==> config.mk <==
export PLATFORM = sky130hd
export DESIGN_NAME = fetch_ctrl_flat
export DESIGN_NICKNAME = d
export VERILOG_FILES = /design/src/rtl/fetch_ctrl_if.sv /design/src/rtl/fetch_ctrl.sv /design/src/flat_wrapper.sv
export SDC_FILE = /design/constraint.sdc
export NUM_CORES = 1
export LEC_CHECK = 0
export CAP_MARGIN = 15
export CORE_MARGIN = 3
export CORE_UTILIZATION = 53
export CTS_CLUSTER_DIAMETER = 40
export DETAILED_ROUTE_END_ITERATION = 10
export DONT_BUFFER_PORTS = 1
export GPL_TIMING_DRIVEN = 0
export MAX_ROUTING_LAYER = met4
export PLACE_DENSITY = 0.68
export SLEW_MARGIN = 25
export SYNTH_ARGS = -nofsm -noshare
export SYNTH_HDL_FRONTEND = slang
export SYNTH_SLANG_ARGS = --single-unit
==> constraint.sdc <==
create_clock -name clk_in -period 18.6 [get_ports clk_in]
set_input_delay 4.65 -clock clk_in [delete_from_list [all_inputs] [get_ports clk_in]]
set_output_delay 4.65 -clock clk_in [all_outputs]
set_load 0.02 [all_outputs]
==> src/rtl/fetch_ctrl_if.sv <==
// fetch_ctrl_if: instruction-memory and decode-side handshakes of fetch_ctrl
interface fetch_ctrl_if;
  logic        imem_req, imem_ack, imem_rvalid, f2d_valid, f2d_rdy;
  logic [31:0] imem_addr, imem_rdata, f2d_instr, f2d_pc;
  modport master (
    output imem_req, imem_addr, f2d_valid, f2d_instr, f2d_pc,
    input  imem_ack, imem_rvalid, imem_rdata, f2d_rdy
  );
  modport slave (
    input  imem_req, imem_addr, f2d_valid, f2d_instr, f2d_pc,
    output imem_ack, imem_rvalid, imem_rdata, f2d_rdy
  );
endinterface

==> src/rtl/fetch_ctrl.sv <==
// fetch_ctrl: credit-limited instruction fetch with in-order response queue and flush discard
module fetch_ctrl #(
  parameter logic [31:0] RESET_PC = 32'h0000_0000,
  parameter int          QDEPTH   = 4
) (
  input  logic         clk_in,
  input  logic         reset_in,
  input  logic         cpu_halt,
  input  logic         pipe_flush,
  input  logic [31:0]  rld_pc_addr,
  fetch_ctrl_if.master bus
);
  localparam int AW = $clog2(QDEPTH);
  localparam int CW = AW + 1;
  localparam logic [CW:0] DEPTH = (CW+1)'(QDEPTH);
  logic [31:0]   pc, rpc, redirect;
  logic [CW-1:0] out_cnt, drop_cnt, q_cnt;
  logic [AW-1:0] rd_ptr, wr_ptr;
  logic [31:0]   q_instr [QDEPTH];
  logic [31:0]   q_pc [QDEPTH];
  logic          req_fire, rsp, push, pop;
  assign bus.imem_req  = !cpu_halt && !pipe_flush && (({1'b0, out_cnt} + {1'b0, q_cnt}) < DEPTH);
  assign bus.imem_addr = pc;
  assign bus.f2d_valid = q_cnt != 0;
  assign bus.f2d_instr = q_instr[rd_ptr];
  assign bus.f2d_pc    = q_pc[rd_ptr];
  // a response with nothing outstanding is illegal and ignored
  assign rsp      = bus.imem_rvalid && out_cnt != 0;
  assign req_fire = bus.imem_req && bus.imem_ack;
  assign push     = rsp && drop_cnt == 0 && !pipe_flush;
  assign pop      = bus.f2d_valid && bus.f2d_rdy && !pipe_flush;
  assign redirect = {rld_pc_addr[31:2], 2'b00};
  always_ff @(posedge clk_in or negedge reset_in)
    if (!reset_in) begin
      pc       <= RESET_PC;
      rpc      <= RESET_PC;
      out_cnt  <= '0;
      drop_cnt <= '0;
      q_cnt    <= '0;
      rd_ptr   <= '0;
      wr_ptr   <= '0;
    end else begin
      pc       <= pipe_flush ? redirect : req_fire ? pc + 32'd4 : pc;
      rpc      <= pipe_flush ? redirect : push ? rpc + 32'd4 : rpc;
      out_cnt  <= out_cnt + CW'(req_fire) - CW'(rsp);
      // on flush everything still in flight becomes a response to throw away
      drop_cnt <= pipe_flush ? out_cnt - CW'(rsp) : drop_cnt - CW'(rsp && drop_cnt != 0);
      q_cnt    <= pipe_flush ? '0 : q_cnt + CW'(push) - CW'(pop);
      rd_ptr   <= pipe_flush ? '0 : rd_ptr + AW'(pop);
      wr_ptr   <= pipe_flush ? '0 : wr_ptr + AW'(push);
    end
  always_ff @(posedge clk_in)
    if (push) begin
      q_instr[wr_ptr] <= bus.imem_rdata;
      q_pc[wr_ptr]    <= rpc;
    end
endmodule

==> src/flat_wrapper.sv <==
// flat-port wrapper written by rule: the top's interface ports become plain ports
module fetch_ctrl_flat 
#(
  parameter logic [31:0] RESET_PC = 32'h0000_0000,
  parameter int          QDEPTH   = 4
)
  (clk_in, reset_in, cpu_halt, pipe_flush, rld_pc_addr, bus_imem_req, bus_imem_addr, bus_f2d_valid, bus_f2d_instr, bus_f2d_pc, bus_imem_ack, bus_imem_rvalid, bus_imem_rdata, bus_f2d_rdy);
  fetch_ctrl_if bus_i ();
  input  logic clk_in;
  input  logic reset_in;
  input  logic cpu_halt;
  input  logic pipe_flush;
  input  logic [31:0] rld_pc_addr;
  output wire logic [$bits(bus_i.imem_req)-1:0] bus_imem_req;
  output wire logic [$bits(bus_i.imem_addr)-1:0] bus_imem_addr;
  output wire logic [$bits(bus_i.f2d_valid)-1:0] bus_f2d_valid;
  output wire logic [$bits(bus_i.f2d_instr)-1:0] bus_f2d_instr;
  output wire logic [$bits(bus_i.f2d_pc)-1:0] bus_f2d_pc;
  input wire logic [$bits(bus_i.imem_ack)-1:0] bus_imem_ack;
  input wire logic [$bits(bus_i.imem_rvalid)-1:0] bus_imem_rvalid;
  input wire logic [$bits(bus_i.imem_rdata)-1:0] bus_imem_rdata;
  input wire logic [$bits(bus_i.f2d_rdy)-1:0] bus_f2d_rdy;
  assign bus_imem_req = bus_i.imem_req;
  assign bus_imem_addr = bus_i.imem_addr;
  assign bus_f2d_valid = bus_i.f2d_valid;
  assign bus_f2d_instr = bus_i.f2d_instr;
  assign bus_f2d_pc = bus_i.f2d_pc;
  assign bus_i.imem_ack = bus_imem_ack;
  assign bus_i.imem_rvalid = bus_imem_rvalid;
  assign bus_i.imem_rdata = bus_imem_rdata;
  assign bus_i.f2d_rdy = bus_f2d_rdy;
  fetch_ctrl #(.RESET_PC(RESET_PC), .QDEPTH(QDEPTH)) u_core (.clk_in(clk_in), .reset_in(reset_in), .cpu_halt(cpu_halt), .pipe_flush(pipe_flush), .rld_pc_addr(rld_pc_addr), .bus(bus_i));
endmodule
==> flow_metrics.py, run 1 <==
metrics = {
    "critical_path": {
        "crit_chain": "buf_2 > clkbuf_1 > buf_1 > nor4b_1",
        "start_kind": "input port",
        "critPathKind": "input port to primary output",
        "critPathRequiredTime_ns": 13.95,
        "rrSetupSlack_ns": 15.14,
        "cp_max_fo": 10,
        "cp-end-kind": "primary output",
        "cpPeakStageDelay_ns": 0.90,
        "slowest_stage": "nor4b_1",
        "arrival_ns": 6.46,
    },
    "clock_tree": {
        "cts-resized-gates": 0,
        "cts.path.max_buffers": 3,
        "cts_buffers": 41,
        "clk_transition_reported_paths_ns": 0.06,
        "clkLatencyLatePin_ns": 0.52,
        "cts_tree": "yes",
        "postCtsHoldBufs": 0,
        "clkSinkCount": 321,
        "htree_levels": 2,
        "root_buffer": "clkbuf_16",
        "cts_setup_buffers": 0,
    },
    "drt": {
        "num_vias": 8020,
        "drt-total-wl_mm": 30.5,
        "wire_per_inst_um": 23.7,
        "route.detailed.drc": 0,
        "drt_iter0_drc": 643,
        "vias_per_cell": 6.22,
        "drtPass1Iterations": 5,
        "ant_nets": 0,
    },
    "layout": {
        "nets": 1014,
        "utilization": 0.624,
        "area_growth_syn_to_layout_pct": 15.5,
        "drive_gt1_frac": 0.228,
        "diodes": 0,
    },
    "logic_synthesis": {
        "synth_top_area_cell": "edfxtp_1",
        "ys_seq_elements": 321,
        "yosys_warnings": 0,
        "netlist_area_um2": 13700,
        "ys_seq_area_frac": 0.679,
        "synth_ff_type": "edfxtp_1",
        "synthArstFlopShare": 0.227,
        "synth.most_common_cell": "edfxtp_1",
        "synthCells": 842,
        "ys_top_cells_by_area": "edfxtp_1 (55%), dfrtp_1 (13%), mux4_2 (10%)",
        "synth_top_family_by_area": "multiplexers",
        "synth_top_cells_by_count": "edfxtp_1 (248), dfrtp_1 (73), mux4_2 (62), nor2_1 (43), nand2_1 (30)",
        "synth_edf_count": 248,
        "synth-compound-area-share": 0.0556,
        "synth_top_area_frac": 0.546,
        "ys_types": 62,
        "synth.avg_cell_area_um2": 16.2,
        "synth-xor-area-share": 0.0141,
        "synthSimpleGateAreaFrac": 0.0982,
        "synth_fa_ha_area_frac": 0.0158,
        "synth_mux_area_frac": 0.114,
    },
    "grt": {
        "grt_util_met2": 0.347,
        "use_met3": 0.0548,
        "met1_usage": 0.317,
        "grt-ovfl-total": 0,
        "grt_pass1_wl_mm": 48.1,
        "top_usage_layer": "met2",
        "grt_max_degree": 74,
        "antenna_found_initial": 0,
        "first_global_vias": 8120,
        "grt_usage": 0.227,
    },
    "sta": {
        "final-hold-violation-count": 0,
        "fin_crit_sh": 0.597,
        "fin_crit_ns": 11.11,
        "tns_ns": 0,
        "clock_skew_ns": 0.0112,
        "fmax_mhz": 90.0,
        "tightest_slew_ns": 0.946,
        "setup_ws_ns": 7.49,
        "maxSlewViolCount": 0,
        "max-slew-margin-rel": 0.360,
        "setup_viol": 0,
        "rsz0062_at_grt": "no",
    },
    "power": {
        "p_int_mw": 1.41,
        "p_seq_frac": 0.453,
        "switchingPower_uw": 509,
        "p_clk_frac": 0.420,
        "p_total_mw": 1.92,
        "powerDensity_nw_per_um2": 122,
        "power.leakage_nw": 5.32,
        "power.share.switching": 0.265,
        "combPwrFrac": 0.127,
        "peakVddDrop_v": 0.0000812,
    },
    "placement": {
        "place_ws_ns": 7.44,
        "portBuffers": 0,
        "gp_congestion": 0.908,
        "dp_hpwl_mm": 21.6,
    },
    "floorplan": {
        "die_h_um": 166,
        "rows": 58,
        "start_util": 0.541,
        "coreArea_um2": 25300,
        "dieArea_um2": 27700,
        "die_w_um": 166,
        "num_io_pins": 169,
    },
    "run_status": {
        "status": "completed",
    },
    "min_path": {
        "hold_class": "flip-flop to flip-flop",
    },
    "run": {
        "drv_cap": 0,
    },
}
## state kept, by name, indices dropped and copies added, names as in the netlist
register	cells
u_core.bus.imem_addr	30
u_core.drop_cnt	3
u_core.out_cnt	3
u_core.q_cnt	3
u_core.q_instr	128
u_core.q_pc	120
u_core.rd_ptr	2
u_core.rpc	30
u_core.wr_ptr	2
## cell usage in the layout, fill, tap and decap left out, drive strengths merged, types with 6 or more instances in the layout
cell type,count
dfrtp,73
a211oi,16
inv,26
buf,58
or3,9
a31oi,26
nand3,24
clkinv,14
and4,12
clkbuf,75
ha,14
nor2b,6
nor3,11
mux2,13
xnor2,17
o21ai,13
mux4,62
nand2,31
o31ai,23
and3,8
nand4,27
nor2,43
nor4,20
or4,22
edfxtp,248
## worst paths after layout
path / start / to / cells past startpoint
worst max-delay path: pipe_flush / bus_imem_req / 4
worst max register to register: u_core.drop_cnt[0] / u_core.q_instr[0][10] / 9
min in group asynchronous: reset_in / u_core.bus.imem_addr[28] / 0
worst min-delay path: u_core.rpc[23] / u_core.q_pc[2][23] / 0
max in group asynchronous: reset_in / u_core.rpc[27] / 0
worst min register to register: u_core.rpc[23] / u_core.q_pc[2][23] / 0
## cell families (layout without fill, tap and decap cells)
family          count (synthesis)  after routing
fa+ha+maj                      16             16
mux                            77             77
buf+inv                        68            182
simple gates                  231            231
other cells                     1              4
flops                         321            321
xor+xnor                       22             22
compound gates                106            106
## per-layer routing
metal,vias up,share of wire
met1,4057,0.43
met3,42,0.081
met4,0,0.017
li1,3608,-
met5,-,0
met2,313,0.47
## critical path: cells and delay by family
kind	cells	cell delay (ns)
buf+inv	3	0.90
simple gates	1	0.90
## power by group through the flow
stage,Combinational [mW],Clock [mW],Sequential [mW]
global route,0.266,0.859,0.876
CTS,0.247,0.823,0.870
finish,0.244,0.808,0.871
global placement,0.239,0,0.887
detailed placement,0.246,0,0.885
floorplan,0.197,0,0.870
## per-stage QoR
stage	area, um2	hold WS (ns)	std cells
3_5_place_dp	14300	0.521	1214
3_3_place_gp	14100	0.510	1175
5_1_grt	15800	0.565	1289
6_report	15800	0.530	1289
4_1_cts	15800	0.533	1289
2_1_floorplan	13700	0.474	845
## area by class of cell
cell class                 instances  area, um2
sequential                       321       9270
timing repair buffer              39        228
buffer                            49        231
fill                            1866       9490
inverter                          19       71.3
tap                              330        413
clock inverter                    29        348
multi-input combinational        456       4110
clock buffer                      46       1090
No activity file was read; power rests on OpenSTA's default activity.
==> run 2, diff against run 1 <==
--- a/config.mk
+++ b/config.mk
@@ -13,7 +13,7 @@
 export DONT_BUFFER_PORTS = 1
 export GPL_TIMING_DRIVEN = 0
 export MAX_ROUTING_LAYER = met4
-export PLACE_DENSITY = 0.68
+export PLACE_DENSITY = 0.71
 export SLEW_MARGIN = 25
 export SYNTH_ARGS = -nofsm -noshare
 export SYNTH_HDL_FRONTEND = slang
==> constraint.sdc (replaced) <==
create_clock -name clk_in -period 9.65 [get_ports clk_in]
set_input_delay 2.4125 -clock clk_in [delete_from_list [all_inputs] [get_ports clk_in]]
set_output_delay 2.4125 -clock clk_in [all_outputs]
set_load 0.02 [all_outputs]
==> run 2 against run 1 <==
Net effect: die area is the same; sequential share of layout area shrank 0.25 points; non-clock buffer count shrank 2; sequential power grew 93%; total power grew 96%; via count grew 1.0%; register-to-register slack lost 9.2 ns; first-iteration DRC count grew 1.1%; core utilization grew 0.27 points; critical endpoint unchanged; largest cell class unchanged; largest power group unchanged; highest routed layer unchanged.
==> flow_metrics.py, run 2 (synthesized netlist as in run 1, its figures left out) <==
metrics = {
    "layout": {
        "drive_gt1_frac": 0.225,
        "top_register": "u_core.q_instr",
        "largest_reg_flops": 128,
        "utilization": 0.627,
        "diodes": 0,
        "area_growth_syn_to_layout_pct": 15.9,
        "reg.largest.list": "u_core.q_instr (128), u_core.q_pc (120)",
        "nFillCells": 1858,
        "nets": 1014,
        "layout_common_cells": "edfxtp_1 (248), dfrtp_1 (73), mux4_2 (62), clkbuf_16 (44), nor2_1 (43)",
        "final_common_cell": "edfxtp_1",
    },
    "power": {
        "peakVddDrop_v": 0.000194,
        "powerDensity_nw_per_um2": 239,
        "power.leakage_nw": 5.35,
    },
    "critical_path": {
        "crit_family": "buffers and inverters",
        "cp-end-kind": "primary output",
        "crit_buf_inv": 3,
        "cpPeakStageDelay_ns": 0.90,
        "crit_chain": "buf_2 > clkbuf_1 > buf_1 > nor4b_1",
        "cp_max_fo": 10,
        "critPathRequiredTime_ns": 7.24,
        "slowest_stage": "nor4b_1",
        "arrival_ns": 4.22,
        "critPathKind": "input port to primary output",
        "start_kind": "input port",
    },
    "clock_tree": {
        "cts.path.max_buffers": 3,
        "htree_levels": 2,
        "cts_tree": "yes",
        "cts_buffers": 43,
        "clkSinkCount": 321,
        "clk_transition_reported_paths_ns": 0.05,
        "cts-resized-gates": 0,
        "postCtsHoldBufs": 0,
        "cts_setup_buffers": 0,
        "clkLatencyLatePin_ns": 0.55,
        "root_buffer": "clkbuf_16",
    },
    "drt": {
        "drt-total-wl_mm": 30.2,
        "drt_iter0_drc": 650,
        "route.detailed.drc": 0,
        "wire_per_inst_um": 23.4,
        "num_vias": 8100,
        "drtPass1Iterations": 5,
        "ant_nets": 0,
        "vias_per_cell": 6.27,
    },
    "floorplan": {
        "num_io_pins": 169,
        "die_w_um": 166,
        "coreArea_um2": 25300,
        "dieArea_um2": 27700,
        "rows": 58,
        "start_util": 0.541,
        "die_h_um": 166,
    },
    "min_path": {
        "hold_class": "flip-flop to flip-flop",
    },
    "grt": {
        "antenna_found_initial": 0,
        "grt_max_degree": 74,
        "grt_usage": 0.228,
        "grt-ovfl-total": 0,
        "first_global_vias": 8074,
        "grt_pass1_wl_mm": 47.8,
    },
    "run_status": {
        "status": "completed",
    },
    "placement": {
        "portBuffers": 0,
        "place_ws_ns": 2.97,
        "dp_hpwl_mm": 21.4,
        "gp_congestion": 0.880,
    },
    "sta": {
        "tightest_slew_ns": 0.938,
        "final-hold-violation-count": 0,
        "setup_ws_ns": 3.01,
        "fin_crit_ns": 6.64,
        "setup_viol": 0,
        "rsz0062_at_grt": "no",
        "clock_skew_ns": 0.0178,
        "fmax_mhz": 151,
        "fin_crit_sh": 0.688,
        "max-slew-margin-rel": 0.366,
        "holdWs_ns": 0.565,
        "maxSlewViolCount": 0,
    },
    "run": {
        "drv_cap": 0,
    },
}
-- run 2: final cells by class --
type / count / area, um2 / share of cell area
multi-input combinational: 456 / 4110 / 0.260
timing repair buffer: 37 / 225 / 0.0142
inverter: 19 / 71.3 / 0.00451
clock buffer: 52 / 1150 / 0.0727
clock inverter: 27 / 353 / 0.0223
sequential: 321 / 9270 / 0.586
tap: 330 / 413 / 0.0261
buffer: 49 / 231 / 0.0146
-- run 2: stage by stage --
| stage | power, mW | setup TNS (ns) | area, um2 | instances |
|---|---|---|---|---|
| detailed placement | 2.18 | 0 | 14300 | 1212 |
| global placement | 2.17 | -933.81 | 14100 | 1175 |
| floorplan | 2.06 | -60.42 | 13700 | 845 |
| finish | 3.78 | 0 | 15800 | 1291 |
| CTS | 3.81 | 0 | 15800 | 1291 |
| global route | 3.93 | 0 | 15800 | 1291 |
-- run 2: metal layers --
layer | wire [um] | up-vias | part of all wire | track usage
met3 | 3070 | 52 | 0.10 | 0.0710
met1 | 12100 | 4041 | 0.40 | 0.301
met2 | 14300 | 393 | 0.47 | 0.347
met4 | 673 | 0 | 0.022 | 0.0660
met5 | 0 | - | 0 | -
li1 | - | 3614 | - | -
-- run 2: power by group --
group          internal (mW)  switching [mW]
clock                   1.01           0.616
sequential              1.57           0.105
combinational          0.189           0.283
total                   2.77            1.00
-- run 2: final timing paths --
path	end	slack (ns)	from	depth (start not counted)
max reg2reg	u_core.q_instr[2][6]	5.99	u_core.drop_cnt[0]	10
min	u_core.q_pc[3][23]	0.57	u_core.rpc[23]	0
min in group asynchronous	u_core.bus.imem_addr[27]	1.56	reset_in	0
max	bus_imem_req	3.01	pipe_flush	4
max in group asynchronous	u_core.bus.imem_addr[25]	7.93	reset_in	0
min reg2reg	u_core.q_pc[3][23]	0.57	u_core.rpc[23]	0
==> run 3, diff against run 2 <==
==> constraint.sdc (replaced) <==
create_clock -name clk_in -period 5.45 [get_ports clk_in]
set_input_delay 1.3625 -clock clk_in [delete_from_list [all_inputs] [get_ports clk_in]]
set_output_delay 1.3625 -clock clk_in [all_outputs]
set_load 0.02 [all_outputs]
==> run 3 against run 2 <==
Net effect: sequential share of layout area grew 0.15 points; global-route usage grew 0.26 points; via count shrank 1.3%; routed wire length grew 2.5%; clock skew shrank 0.0047 ns; largest cell class unchanged.
==> flow_metrics.py, run 3 (synthesized netlist as in run 1, its figures left out) <==
metrics = {
    "power": {
        "peakVddDrop_v": 0.000310,
        "p_int_mw": 4.84,
        "combPwrFrac": 0.128,
        "switchingPower_mw": 1.72,
        "p_total_mw": 6.56,
        "power.share.switching": 0.263,
        "p_clk_frac": 0.419,
        "p_seq_frac": 0.453,
        "power.leakage_nw": 5.24,
        "powerDensity_nw_per_um2": 416,
    },
    "placement": {
        "portBuffers": 0,
        "dp.cells": 1198,
        "dp_hpwl_mm": 21.3,
        "gp_congestion": 0.906,
    },
    "clock_tree": {
        "cts.path.max_buffers": 3,
        "clkSinkCount": 321,
        "cts_buffers": 42,
        "cts_tree": "yes",
        "clk_transition_reported_paths_ns": 0.05,
        "clkLatencyLatePin_ns": 0.53,
        "htree_levels": 2,
        "root_buffer": "clkbuf_16",
        "cts_setup_buffers": 0,
        "cts-resized-gates": 0,
        "postCtsHoldBufs": 0,
    },
    "critical_path": {
        "crit_chain": "buf_2 > clkbuf_1 > buf_1 > nor4b_1",
        "critPathKind": "input port to primary output",
        "critPathRequiredTime_ns": 4.09,
        "cp_max_fo": 10,
        "crit_buf_inv": 3,
        "cp-end-kind": "primary output",
        "slowest_stage": "nor4b_1",
        "start_kind": "input port",
        "cpPeakStageDelay_ns": 0.89,
        "crit_family": "buffers and inverters",
        "path_depth": 4,
        "arrival_ns": 3.16,
        "rr_worst_depth": 11,
    },
    "floorplan": {
        "num_io_pins": 169,
        "coreArea_um2": 25300,
        "die_w_um": 166,
        "die_h_um": 166,
        "dieArea_um2": 27700,
        "start_util": 0.541,
        "rows": 58,
    },
    "drt": {
        "ant_nets": 0,
        "drt_iter0_drc": 631,
        "num_vias": 7996,
        "vias_per_cell": 6.28,
        "wire_per_inst_um": 24.3,
        "route.detailed.drc": 0,
        "drtPass1Iterations": 7,
        "drt-total-wl_mm": 31.0,
    },
    "grt": {
        "grt-ovfl-total": 0,
        "grt_pass1_wl_mm": 48.8,
        "grt_max_degree": 74,
        "antenna_found_initial": 0,
        "first_global_vias": 8201,
        "grt_usage": 0.231,
    },
    "layout": {
        "final_common_cell": "edfxtp_1",
        "reg.largest.list": "u_core.q_instr (128), u_core.q_pc (120)",
        "largest_reg_flops": 128,
        "finalNonFillerCells": 1274,
        "diodes": 0,
        "drive_gt1_frac": 0.211,
        "nets": 999,
        "layout_common_cells": "edfxtp_1 (248), dfrtp_1 (73), mux4_2 (62), clkbuf_16 (45), nor2_1 (43)",
        "area_growth_syn_to_layout_pct": 15.6,
        "top_register": "u_core.q_instr",
    },
    "sta": {
        "holdWs_ns": 0.528,
        "clock_skew_ns": 0.0131,
        "fmax_mhz": 221,
        "fin_crit_ns": 4.52,
        "final-hold-violation-count": 0,
        "tightest_slew_ns": 0.941,
        "maxSlewViolCount": 0,
        "fin_crit_sh": 0.830,
        "tns_ns": 0,
        "max-slew-margin-rel": 0.364,
        "rsz0062_at_grt": "no",
        "setup_viol": 0,
    },
    "run_status": {
        "status": "completed",
    },
    "min_path": {
        "hold_class": "input port to async pin",
    },
    "run": {
        "drv_cap": 0,
    },
}
run 3: layout make-up:
class | instances | area [um2]
repair buffers | 23 | 238
plain buffers | 49 | 231
fillers | 1821 | 9470
clock inverters | 25 | 265
clock buffers | 51 | 1160
flip-flops and latches | 321 | 9270
well taps | 330 | 413
inverters | 19 | 71.3
multi-input cells | 456 | 4140
run 3: per-stage QoR:
step	worst slack [ns]	util	area [um2]
after floorplan	-0.503	-	13700
after global placement	-3.36	0.558	14100
after detailed placement	0.891	0.569	14400
after CTS	0.897	0.625	15800
after global routing	0.833	0.625	15800
final	0.925	0.625	15800
run 3: final timing paths:
kind                              startpoint                       end  slack, ns
hold reg to reg               u_core.rpc[23]        u_core.q_pc[2][23]       0.56
hold / removal                      reset_in  u_core.bus.imem_addr[28]       0.53
setup reg to reg           u_core.out_cnt[1]      u_core.q_instr[2][3]       2.02
setup / recovery                  pipe_flush              bus_imem_req       0.93
min in group clk_in           u_core.rpc[23]        u_core.q_pc[2][23]       0.56
max in group asynchronous           reset_in   u_core.bus.imem_addr[8]       4.78
run 3: routing by layer:
layer	vias to the layer above	track usage	wire [um]
met2	327	0.350	14800
met4	0	0.0513	548
met1	4032	0.318	12900
met3	53	0.0646	2760
li1	3584	-	-
met5	-	-	0
run 3: power by group through the flow:
stage | clock network [mW] | registers [mW] | logic [mW]
detailed placement | 0 | 3.02 | 0.843
global route | 2.91 | 2.99 | 0.930
global placement | 0 | 3.02 | 0.818
finish | 2.75 | 2.97 | 0.839
floorplan | 0 | 2.96 | 0.676
CTS | 2.80 | 2.97 | 0.850
